## src/rtl/barrel_rotate_arbiter.sv

```systemverilog
// Two-requester round-robin arbiter that shares one rotate datapath.
// The result sits in a single output register with valid/ready backpressure.
module barrel_rotate_arbiter #(
   parameter int WIDTH = 4,
   parameter int SHW   = 2
) (
   input  logic             clk,
   input  logic             rst,
   input  logic             req0_valid,
   output logic             req0_ready,
   input  logic [WIDTH-1:0] req0_din,
   input  logic [SHW-1:0]   req0_amt,
   input  logic             req0_dir,
   input  logic             req1_valid,
   output logic             req1_ready,
   input  logic [WIDTH-1:0] req1_din,
   input  logic [SHW-1:0]   req1_amt,
   input  logic             req1_dir,
   output logic             out_valid,
   input  logic             out_ready,
   output logic [WIDTH-1:0] out_dout,
   output logic             out_id
);

   // Rotate through a doubled word: left keeps the upper half, right keeps the lower half.
   function automatic logic [WIDTH-1:0] rotate(input logic [WIDTH-1:0] din,
                                               input logic [SHW-1:0]   amt,
                                               input logic             dir);
      logic [2*WIDTH-1:0] dbl;
      logic [2*WIDTH-1:0] sh;
      dbl = {din, din};
      if (!dir) begin
         sh = dbl << amt;
         return sh[2*WIDTH-1:WIDTH];
      end
      sh = dbl >> amt;
      return sh[WIDTH-1:0];
   endfunction

   logic             last;
   logic             slot_free;
   logic             grant0;
   logic             grant1;
   logic             xfer0;
   logic             xfer1;
   logic [WIDTH-1:0] sel_din;
   logic [SHW-1:0]   sel_amt;
   logic             sel_dir;
   logic [WIDTH-1:0] rot_data;

   // On contention the requester not served last time wins.
   assign slot_free  = ~out_valid | out_ready;
   assign grant0     = req0_valid & (~req1_valid | last);
   assign grant1     = req1_valid & (~req0_valid | ~last);
   assign req0_ready = grant0 & slot_free;
   assign req1_ready = grant1 & slot_free;
   assign xfer0      = req0_valid & req0_ready;
   assign xfer1      = req1_valid & req1_ready;

   assign sel_din  = grant1 ? req1_din : req0_din;
   assign sel_amt  = grant1 ? req1_amt : req0_amt;
   assign sel_dir  = grant1 ? req1_dir : req0_dir;
   assign rot_data = rotate(sel_din, sel_amt, sel_dir);

   always_ff @(posedge clk or posedge rst) begin
      if (rst) begin
         out_valid <= 1'b0;
         out_dout  <= '0;
         out_id    <= 1'b0;
         last      <= 1'b1;
      end else if (xfer0 | xfer1) begin
         out_valid <= 1'b1;
         out_dout  <= rot_data;
         out_id    <= xfer1;
         last      <= xfer1;
      end else if (out_ready) begin
         out_valid <= 1'b0;
      end
   end

endmodule

```

## config.mk

```make
export PLATFORM = sky130hd
export DESIGN_NAME = barrel_rotate_arbiter
export DESIGN_NICKNAME = d
export VERILOG_FILES = /design/src/rtl/barrel_rotate_arbiter.sv
export SDC_FILE = /design/constraint.sdc
export NUM_CORES = 1
export LEC_CHECK = 0
export BUFFER_PORTS_ARGS = -buffer_cell sky130_fd_sc_hd__buf_2
export CAP_MARGIN = 5
export CORE_MARGIN = 10
export CORE_UTILIZATION = 40
export DETAILED_ROUTE_END_ITERATION = 6
export PLACE_DENSITY = 0.7
export SLEW_MARGIN = 10
export SYNTH_ARGS = -nofsm -noshare
export SYNTH_HDL_FRONTEND = slang
export SYNTH_SLANG_ARGS = --single-unit
```

## constraint.sdc

```tcl
create_clock -name clk -period 1.55 [get_ports clk]
set_input_delay 0.0775 -clock clk [delete_from_list [all_inputs] [get_ports clk]]
set_output_delay 0.0775 -clock clk [all_outputs]
set_load 0.1 [all_outputs]
```

# After elaboration in Yosys (flattened, before gate mapping)
# Cells that the tools add are included.
# Widths: inputs -> output; s select.
[word_totals]
ramBits = 0
output_inout_bits = 8
ff_bits = 7
input_bits = 19
memories = 0
elab_cells = 27
mem_bits_ro = 0
latch_bits = 0
[op_classes]
eq_ne = 0
n_reduce_logical = 1
div = 0
muxes = 6
mul = 0
bitwise = 14
shifts = 2
add_sub_neg = 0
magnitude_cmp = 0
[op_table]
columns = ["cell", "count"]
rows = [
  ["$mux 4", 2],
  ["$shl 8x2->8", 1],
  ["$shr 8x2->4", 1],
  ["$and 1x1->1", 6],
  ["$not 1->1", 4],
  ["$or 1x1->1", 4],
  ["$mux 1", 3],
  ["$mux 2", 1],
  ["$reduce_bool 2->1", 1],
]

# Longest topological paths before layout
# Gate-level depths: netlist (run 1).
[depth]
ltp_word = 7
mapped_depth = 6
ltp_nobuf = 5

# Least setup slack after synthesis (run 1)
# No wires, ideal clock.
[synth_timing]
kind = "flip-flop to flip-flop"
start = "reg out_valid"
end = "reg out_id"
setup_ns = 0.121
t_arrival_ns = 1.956
path_stages_with_launch = 4
required_ns = 1.429
path_buffers = 0
slack_ns = -0.527
period_less_slack_ns = 2.077
path_cell_list = "dfrtp_1 nand2b_1 and2_1 a21o_1"
[synth_between]
elab_chain_cells = 5
elab_cells_between_ends = 7
cone_classes = "bitwise (7)"
[synth_lines]
columns = ["item", "line_no", "rtl"]
rows = [
  ["from (decl)", "19", "output logic out_valid,"],
  ["from (signal assigned)", "67", "out_valid <= 1'b0;"],
  ["from (signal assigned)", "72", "out_valid <= 1'b1;"],
  ["from (signal assigned)", "77", "out_valid <= 1'b0;"],
  ["$not 1->1 *", "52", "assign slot_free = ~out_valid | out_ready;"],
  ["$or 1x1->1 *", "52", ""],
  ["$and 1x1->1 *", "56", "assign req1_ready = grant1 & slot_free;"],
  ["named net req1_ready", "15", "output logic req1_ready,"],
  ["$and 1x1->1 *", "58", "assign xfer1 = req1_valid & req1_ready;"],
  ["$or 1x1->1", "71", "end else if (xfer0 | xfer1) begin"],
  ["to (signal assigned)", "74", "out_id <= xfer1;"],
  ["to (decl)", "22", "output logic out_id"],
]
# Mark *: on every way through the listed nets, which the timed path passes. The rest lies on a longest branch.
# A chain may end at the register's enable or synchronous reset.

# Final worst setup path (run 1)
[layout_timing]
start = "reg last"
end = "reg out_dout[2]"
[layout_between]
elab_chain_cells = 6
elab_cells_between_ends = 16
cone_classes = "shift (2); mux (4); bitwise (10)"
[layout_lines]
columns = ["item", "line_no", "rtl"]
rows = [
  ["from (decl)", "40", "logic last;"],
  ["from (signal assigned)", "75", "last <= xfer1;"],
  ["$not 1->1", "54", "assign grant1 = req1_valid & (~req0_valid | ~last);"],
  ["$or 1x1->1", "54", ""],
  ["$and 1x1->1", "54", ""],
  ["$mux 4 (tied with other cells)", "60", "assign sel_din = grant1 ? req1_din : req0_din;"],
  ["$shl 8x2->8 (tied with other cells)", "33", "sh = dbl << amt;"],
  ["$mux 4 / $or 1x1->1 (equally long branches)", "36, 71", ""],
  ["to (signal assigned)", "73", "out_dout <= rot_data;"],
  ["to (decl)", "21", "output logic [WIDTH-1:0] out_dout,"],
]
# Several ways; a longest one is shown, not always the timed one.

==> summary.txt, run 1 <==
Crit path launch type - flop
Relative slew margins - 67.6%
Worst min path class - in2reg
Setup Skew - 0.00532 ns
Initial core utilization - 44.0%
Placed cell area - 903 um^2
DP HPWL - 1430 um
Cts bufs inserted - 3
Max VDD drop - 0.777 mV
Leak - 0.489 nW
Yosys Warn Count - 0
Sequential share of the synthesized area - 25.5%
Ys flop type - dfrtp_1
Period minus WS final - 1.55 ns
Area contributors post-synth - mux2i_1, dfrtp_1, o21a_1, dfstp_2, a22oi_1
# H-tree levels - 1
Max Cap Viol - 0
Diodes inserted - 0
#FFs+latches synth - 7
Multi-input gate area - 520 um^2
Final worst path period share - 100%
Core area - 0.00158 mm^2
Post-DR vias/cell - 5.28
Final setup vio count - 1
Status - complete, but fails checks
Worst setup margin - -0.00372 ns
Postcts setup bufs - 0
Finished Cell Area - 978 um^2
Die Wd - 61.6 um
Number of global-route vias before repair - 655
Final WL - 1760 um
Syn nets - 85
Clock Path Buffers - 2
Setup slack, reg-to-reg - -0.004 ns
CTS tree - yes
DR iter-0 viols - 14
CP required - 1.69 ns
Register area - 180 um^2
DRC viols - 0
Hold path depth - 3
RSZ-0062 raised after global routing - true
Global route overflow - 0
Clock Pin Slew Worst Setup and Hold Paths - 0.05 ns
Achievable Freq - 0.644 GHz
Synth Instances - 66
Distinct cells, synth - 20
Fillers - 137
RD Place Congestion - 0.739
Most frequent cell after synthesis - mux2i_1
CTS Root Cell - clkbuf_4
Worst skew pair latency - 0.26 ns
Largest net degree at the start of global routing - 11
Critical path type - reg2reg
Crit path max fanout - 10
Max Slew Vio Count - 0
Total negative slack - -0.00372 ns
Routed vias - 602
Total clock sinks - 7
Area Growth Syn to Fin - 41.2%
Pre-Repair DR Iteration Count - 4
Failing checks - negative setup slack
Worst R2R Path Depth - 6
First-pass GRT wire length - 2770 um
Least-Margin Pin Slew - 0.490 ns
Leading area contributor after synthesis - mux2i_1
Routed Antenna Nets - 0
GRT Overall Usage - 9.41%
FP Rows - 14
Post-synth ARST share - 100%
Cell Area, Synth - 693 um^2
Pwr Density - 1160 mW/mm^2
Port bufs - 26
EDFF count, synth - 0
Die area - 0.00380 mm^2
Fin nets - 118
Final hold viol count - 0
Final Core Density - 62.1%
Layout cell share with drive strength beyond 1 - 45.9%
Commonest cells post-synth - mux2i_1, dfrtp_1, o21a_1
Hold_ws - 0.165 ns
I/O Pins - 27
Crit path DAT - 1.70 ns
Die Span Y - 61.6 um
Crit end category - flop
Drt wl/cell - 15.5 um
Initial antenna violation count - 0
Top cell type's share of synthesized area - 47.7%
Syn avg cell area - 10.5 um^2
[through the flow]
stage / worst slack, ns / power [mW] / instances
3_5_place_dp: -0.0509 / 0.933 / 109
4_1_cts: 0.00384 / 1.13 / 114
5_1_grt: -0.0765 / 1.19 / 114
6_report: -0.00372 / 1.13 / 114
2_1_floorplan: 0.0203 / 0.776 / 66
3_3_place_gp: -0.000328 / 0.926 / 109
[cell type report]
class                   count  share of cell area [%]
clock buffers               4                    2.69
flip-flops and latches      7                    18.4
inverters                   2                    1.15
multi-input cells          54                    53.2
repair buffers             31                    22.5
well taps                  16                    2.05
[worst max-delay path, stage by stage (launching register included)]
cell and delay (ns):
dfstp_2 0.38, a21boi_4 0.20, buf_8 0.18, mux2i_2 0.27, and2_4 0.21, a22oi_1 0.07, o21a_1 0.12
[repair_timing]
| item | in CTS | in global routing |
|---|---|---|
| hold buffers | 1 | 0 |
| hold endpoints to repair | 7 | 0 |
| setup endpoints to repair | 5 | 6 |
| gates resized for setup | 6 | 3 |
[per-layer routing]
layer / vias to the layer above / track usage (%) / share of wire (%)
met5: - / 0 / 0
met4: 0 / 4.78 / 1.4
met3: 3 / 2.88 / 6.4
met2: 19 / 14.3 / 47
met1: 271 / 11.6 / 45
li1: 309 / - / -
[flip-flops by register name, indices dropped and copies added, names as in the netlist]
name,cells
out_valid,1
last,1
out_dout,4
out_id,1
[path summary, 6_finish.rpt]
check | startpoint | end
max in group asynchronous | rst | last
min in group asynchronous | rst | out_id
worst min register to register | out_id | out_id
worst min-delay path | req1_valid | out_valid
worst max register to register | last | out_dout[2]
worst max-delay path | last | out_dout[2]
[kinds of logic (layout without fill, tap and decap cells)]
kind of cell / Yosys count / count (layout) / synth area share, %
simple gates: 8 / 8 / 6.14
mux: 34 / 34 / 50.9
flops: 7 / 7 / 25.5
compound gates: 12 / 12 / 13.4
buf+inv: 5 / 37 / 4.15
[placed cells by master, fill, tap and decap left out, types with 2 or more instances in the layout]
| master | n |
|---|---|
| a21o_1 | 2 |
| mux2i_1 | 31 |
| buf_12 | 3 |
| mux2i_2 | 2 |
| buf_4 | 2 |
| dfrtp_1 | 5 |
| a22oi_1 | 3 |
| o21a_1 | 4 |
| clkbuf_4 | 3 |
| buf_2 | 24 |
[report_power, final]
group          switching, mW  internal [mW]  total [mW]
clock network         0.0721         0.0986       0.171
registers             0.0252          0.233       0.258
logic                  0.488          0.216       0.703
total                  0.585          0.547        1.13
Power figures use the tool's default switching activity.
==> run 2: changes to the inputs <==
==> constraint.sdc (replaced) <==
create_clock -name clk -period 1.55 [get_ports clk]
set_input_delay 0.31 -clock clk [delete_from_list [all_inputs] [get_ports clk]]
set_output_delay 0.31 -clock clk [all_outputs]
set_load 0.1 [all_outputs]
==> run 2 against run 1 <==
  * The run still ends with negative setup slack left
  * Clock skew is 0.0016 ns lower
  * Sequential cell count stayed put
  * Count of clock-buffer cells in the layout unchanged
  * Core utilization up 9.0 points
  * Combinational power increased by 13%
  * Total power up 8.0%
  * Routed wire length rose by 15%
  * Worst setup slack got worse by 0.12 ns
  * Non-clock buffer count increased by 6
  * Cell area increased by 15%
  * Critical endpoint unchanged
  * Largest cell class unchanged
  * Highest routed layer unchanged
==> summary.txt, run 2 (synthesized netlist as in run 1, its figures left out) <==
Status - complete, but fails checks
Failing checks - negative setup slack
Number of global-route vias before repair - 650
Period minus WS final - 1.68 ns
Internal Power - 599 uW
Max reg flops - 4
RD Place Congestion - 0.771
Fin nets - 124
Pre-CTS setup slack - -0.106 ns
Pre-Repair DR Iteration Count - 4
Cts bufs inserted - 3
Max VDD drop - 0.876 mV
Achievable Freq - 0.597 GHz
RSZ-0062 raised after global routing - true
Global route overflow - 0
Worst R2R Path Depth - 7
Leak - 0.526 nW
Crit end category - flop
Post-Layout Cell Count - 120
Clock Path Buffers - 2
Die Wd - 61.6 um
Final setup vio count - 6
DP HPWL - 1500 um
Register area - 180 um^2
Min-Delay Endpoint - out_valid
I/O Pins - 27
Drt wl/cell - 16.8 um
Psw - 623 uW
DRC viols - 0
Worst r2r src - last
Most frequent cells in the layout - mux2i_1, buf_2, mux2i_4, buf_6, dfrtp_1
Pwr Density - 1090 mW/mm^2
Die area - 0.00380 mm^2
Most common cell after layout, fill and taps aside - mux2i_1
Final WL - 2020 um
Slowest stage delay, CP - 0.57 ns
Critical path type - reg2reg
Setup slack, reg-to-reg - -0.13 ns
Sw frac - 51.0%
Worst-path cell chain - a21boi_4 > buf_6 > mux2i_4 > buf_6 > mux2i_1 > a22oi_2 > o21a_1
Final worst path period share - 108%
FP Rows - 14
Setup Skew - 0.00372 ns
# H-tree levels - 1
Crit path max fanout - 6
Logic pwr share - 65.1%
Initial antenna violation count - 0
Largest net degree at the start of global routing - 9
Hold_ws - 0.361 ns
Crit path launch type - flop
Diodes inserted - 0
Max Cap Viol - 0
Worst min path class - in2reg
Core area - 0.00158 mm^2
First-pass GRT wire length - 2660 um
Initial core utilization - 44.0%
Hold path depth - 3
CTS tree - yes
Crit Reg-Reg Endpoint - out_dout[2]
Final hold viol count - 0
Placed Cells - 110
CP required - 1.69 ns
Fillers - 116
Max Slew Vio Count - 0
Layout cell share with drive strength beyond 1 - 58.7%
Relative slew margins - 67.4%
Least-Margin Pin Slew - 0.493 ns
Biggest register - out_dout
GRT Overall Usage - 9.20%
CP max-delay cell - dfstp_2
Most Frequent Cell on Critical Path - buf_6
Area Growth Syn to Fin - 61.7%
Multi-input gate area - 616 um^2
Total clock sinks - 7
DR iter-0 viols - 17
Crit path DAT - 1.82 ns
Clock Pin Slew Worst Setup and Hold Paths - 0.05 ns
Flop pwr share - 21.5%
CTS Root Cell - clkbuf_4
Total power - 1.22 mW
Routed vias - 648
Port bufs - 26
Worst skew pair latency - 0.25 ns
Post-DR vias/cell - 5.40
Clock Power Share - 13.4%
Die Span Y - 61.6 um
Hold_sp - out_ready
Worst setup margin - -0.126 ns
Routed Antenna Nets - 0
-- run 2: cell types whose count changed in the layout (fill, tap and decap cells not counted), moves of 2 or more --
cell,change
buf_4,+2
buf_6,+6
mux2i_4,+5
mux2i_1,-6
a22oi_2,+3
a22oi_1,-3
-- run 2: cell type report --
type	count	area share (%)
flip-flops and latches	7	16.1
clock buffers	4	2.34
inverters	2	1.00
multi-input cells	54	54.9
well taps	16	1.79
repair buffers	37	23.9
-- run 2: worst max path at each step --
stage,start,to,slack (ns)
5_1_grt,last,out_dout[2],-0.17
2_1_floorplan,last,req1_ready,-0.02
6_report,last,out_dout[2],-0.13
3_5_place_dp,req0_valid,out_dout[3],-0.11
3_3_place_gp,req0_valid,out_dout[3],-0.09
4_1_cts,last,req1_ready,-0.10
-- run 2: per-stage QoR --
step | area, um^2 | TNS, ns | util [%]
floorplan | 714 | -0.0174 | -
global placement | 923 | -0.354 | 58.6
detailed placement | 923 | -0.414 | 58.6
CTS | 991 | -0.516 | 62.9
global route | 1120 | -0.829 | 71.1
finish | 1120 | -0.462 | 71.1
-- run 2: what timing repair did --
item                                    4_1_cts  5_1_grt
hold buffers                                  1        0
resized for setup                             4       24
endpoints found under the setup margin        6        6
buffers inserted                              2        5
pin swaps                                     4        4
endpoints found under the hold margin         6        0
-- run 2: layer usage --
| metal | up-vias | track usage (%) | wire length (um) |
|---|---|---|---|
| met4 | 0 | 5.73 | 11 |
| met5 | - | 0 | 0 |
| met1 | 306 | 11.3 | 887 |
| met2 | 15 | 13.8 | 1020 |
| li1 | 325 | - | - |
| met3 | 2 | 2.67 | 102 |
-- run 2: power groups by stage --
stage	Combinational [mW]	Sequential (mW)	Clock (mW)
5_1_grt	0.829	0.267	0.180
4_1_cts	0.702	0.262	0.175
3_3_place_gp	0.670	0.259	0
3_5_place_dp	0.678	0.262	0
6_report	0.796	0.263	0.164
2_1_floorplan	0.249	0.532	0
-- run 2: worst max-delay path: cells and delay by family (launching register included) --
kind | cells | cell delay [ns]
mux | 2 | 0.43
flops | 1 | 0.57
compound gates | 3 | 0.28
buf+inv | 2 | 0.29
==> run 3: changes to the inputs <==
--- a/config.mk
+++ b/config.mk
@@ -7,11 +7,13 @@
 export LEC_CHECK = 0
 export BUFFER_PORTS_ARGS = -buffer_cell sky130_fd_sc_hd__buf_2
 export CAP_MARGIN = 5
-export CORE_MARGIN = 10
-export CORE_UTILIZATION = 40
+export CELL_PAD_IN_SITES_DETAIL_PLACEMENT = 2
+export CELL_PAD_IN_SITES_GLOBAL_PLACEMENT = 2
+export CORE_MARGIN = 2
+export CORE_UTILIZATION = 25
 export DETAILED_ROUTE_END_ITERATION = 6
-export PLACE_DENSITY = 0.7
-export SLEW_MARGIN = 10
+export PLACE_DENSITY_LB_ADDON = 0.1
+export SLEW_MARGIN = 20
 export SYNTH_ARGS = -nofsm -noshare
 export SYNTH_HDL_FRONTEND = slang
 export SYNTH_SLANG_ARGS = --single-unit
==> run 3 against run 2 <==
  * The run still ends with negative setup slack left
  * Worst hold slack worse by 0.0088 ns
  * First-iteration DRC count down 59%
  * Count of clock-buffer cells in the layout unchanged
  * Clock skew about the same
  * Register-to-register slack better by 0.04 ns
  * Global-route usage up 5.4 points
  * Final cell count up 13%
  * Critical path depth down 3
  * Core utilization down 29 points
  * Routed wire length down 0.15%
  * Critical endpoint is now req1_ready
  * Largest cell class unchanged
==> summary.txt, run 3 (synthesized netlist as in run 1, its figures left out) <==
RSZ-0062 raised after global routing - true
# H-tree levels - 1
Port bufs - 26
Layout cell share with drive strength beyond 1 - 56.2%
Worst min path class - in2reg
Pre-Repair DR Iteration Count - 2
Total clock sinks - 7
CTS tree - yes
Diodes inserted - 0
Number of global-route vias before repair - 736
Fillers - 293
Routed vias - 662
Crit end category - primary output
CP max-delay cell - dfstp_2
Flop pwr share - 21.6%
I/O Pins - 27
Period minus WS final - 1.65 ns
Worst r2r src - last
Most common cell after layout, fill and taps aside - mux2i_1
Max reg flops - 4
Routed Antenna Nets - 0
Leak - 0.534 nW
Max Slew Vio Count - 0
Critical path type - reg2out
Crit Reg-Reg Endpoint - out_dout[3]
First-pass GRT wire length - 3500 um
Sw frac - 50.7%
Die area - 0.00321 mm^2
Logic pwr share - 64.6%
Slowest stage delay, CP - 0.56 ns
CTS Root Cell - clkbuf_4
Fin nets - 125
Pre-CTS setup slack - -0.186 ns
Initial antenna violation count - 0
FP Rows - 19
Worst Setup SP - last
CP endpoint - req1_ready
Psw - 614 uW
Clock Power Share - 13.7%
Die Wd - 56.7 um
Crit path DAT - 1.34 ns
Die Span Y - 56.7 um
RD Place Congestion - 0.675
Global route overflow - 0
Max Cap Viol - 0
Final worst path period share - 106%
Clock Pin Slew Worst Setup and Hold Paths - 0.05 ns
Setup slack, reg-to-reg - -0.09 ns
Core area - 0.00269 mm^2
Cts bufs inserted - 3
Pwr Density - 1080 mW/mm^2
DRC viols - 0
Crit path max fanout - 3
Relative slew margins - 67.0%
Drt wl/cell - 14.8 um
Clock Path Buffers - 2
Crit path launch type - flop
Placed cell area - 950 um^2
DR iter-0 viols - 7
Status - complete, but fails checks
Max VDD drop - 0.759 mV
Post-DR vias/cell - 4.87
Setup Skew - 0.00360 ns
Final setup vio count - 6
Initial core utilization - 25.8%
Achievable Freq - 0.606 GHz
Internal Power - 596 uW
Failing checks - negative setup slack
Worst-path cell chain - a21boi_4 > buf_8 > and2_4 > buf_12
Hold_ws - 0.352 ns
GRT Overall Usage - 14.6%
Finished Cell Area - 0.00112 mm^2
Biggest register - out_dout
Final WL - 2020 um
Hold_sp - out_ready
Worst setup margin - -0.0989 ns
Worst R2R Path Depth - 7
Most frequent cells in the layout - mux2i_1, buf_2, buf_4, dfrtp_1
Area Growth Syn to Fin - 62.1%
CP required - 1.24 ns
Final hold viol count - 0
Least-Margin Pin Slew - 0.499 ns
DP HPWL - 1670 um
Worst skew pair latency - 0.25 ns
Largest net degree at the start of global routing - 9
## run 3: power groups by stage
| stage | Combinational (mW) | Sequential [mW] | Clock [mW] |
|---|---|---|---|
| 2_1_floorplan | 0.249 | 0.532 | 0 |
| 5_1_grt | 0.825 | 0.270 | 0.188 |
| 6_report | 0.782 | 0.262 | 0.166 |
| 4_1_cts | 0.747 | 0.263 | 0.177 |
| 3_3_place_gp | 0.677 | 0.262 | 0 |
| 3_5_place_dp | 0.687 | 0.264 | 0 |
## run 3: layer usage
layer,vias up,part of all wire [%],track usage [%]
met4,0,0,2.04
met3,0,4.6,5.07
met1,321,42,17.8
met5,-,0,0
met2,14,54,25.1
li1,327,-,-
## run 3: how the worst min path moves through the flow
stage | slack, ns | end | depth (start not counted)
finish | 0.35 | out_valid | 3
global route | 0.38 | out_valid | 3
CTS | 0.35 | out_valid | 3
detailed placement | 0.26 | out_id | 2
global placement | 0.25 | out_dout[1] | 2
floorplan | 0.11 | out_dout[0] | 1
## run 3: layout make-up
cell class	instances	area (um^2)	area share [%]
Multi-Input combinational cell	54	587	52.2
Sequential cell	7	180	16.0
Clock buffer	4	26.3	2.34
Tap cell	31	38.8	3.45
Inverter	2	11.3	1.00
Timing Repair Buffer	38	280	24.9
## run 3: through the flow
stage          power, mW  std cells  utilization (%)  setup TNS [ns]
3_3_place_gp       0.939        126             35.4          -0.434
3_5_place_dp       0.951        126             35.4          -0.711
4_1_cts             1.19        135             39.7          -0.478
2_1_floorplan      0.782         66                -         -0.0174
5_1_grt             1.28        136             41.8          -0.876
6_report            1.21        136             41.8          -0.413
## run 3: worst max-delay path, delay by kind of cell, from the launching register on
| family | cells | cell delay, ns |
|---|---|---|
| and+or+nand+nor | 1 | 0.16 |
| AOI/OAI and AO/OA | 1 | 0.08 |
| DFF | 1 | 0.56 |
| buffers and inverters | 2 | 0.29 |
## run 3: timing repair
| item | in CTS | in global routing |
|---|---|---|
| pin swaps | 5 | 2 |
| endpoints found under the setup margin | 6 | 6 |
| setup buffers | 4 | 1 |
| hold endpoints to repair | 6 | 0 |
| resized for setup | 12 | 9 |
| hold buffers | 1 | 0 |
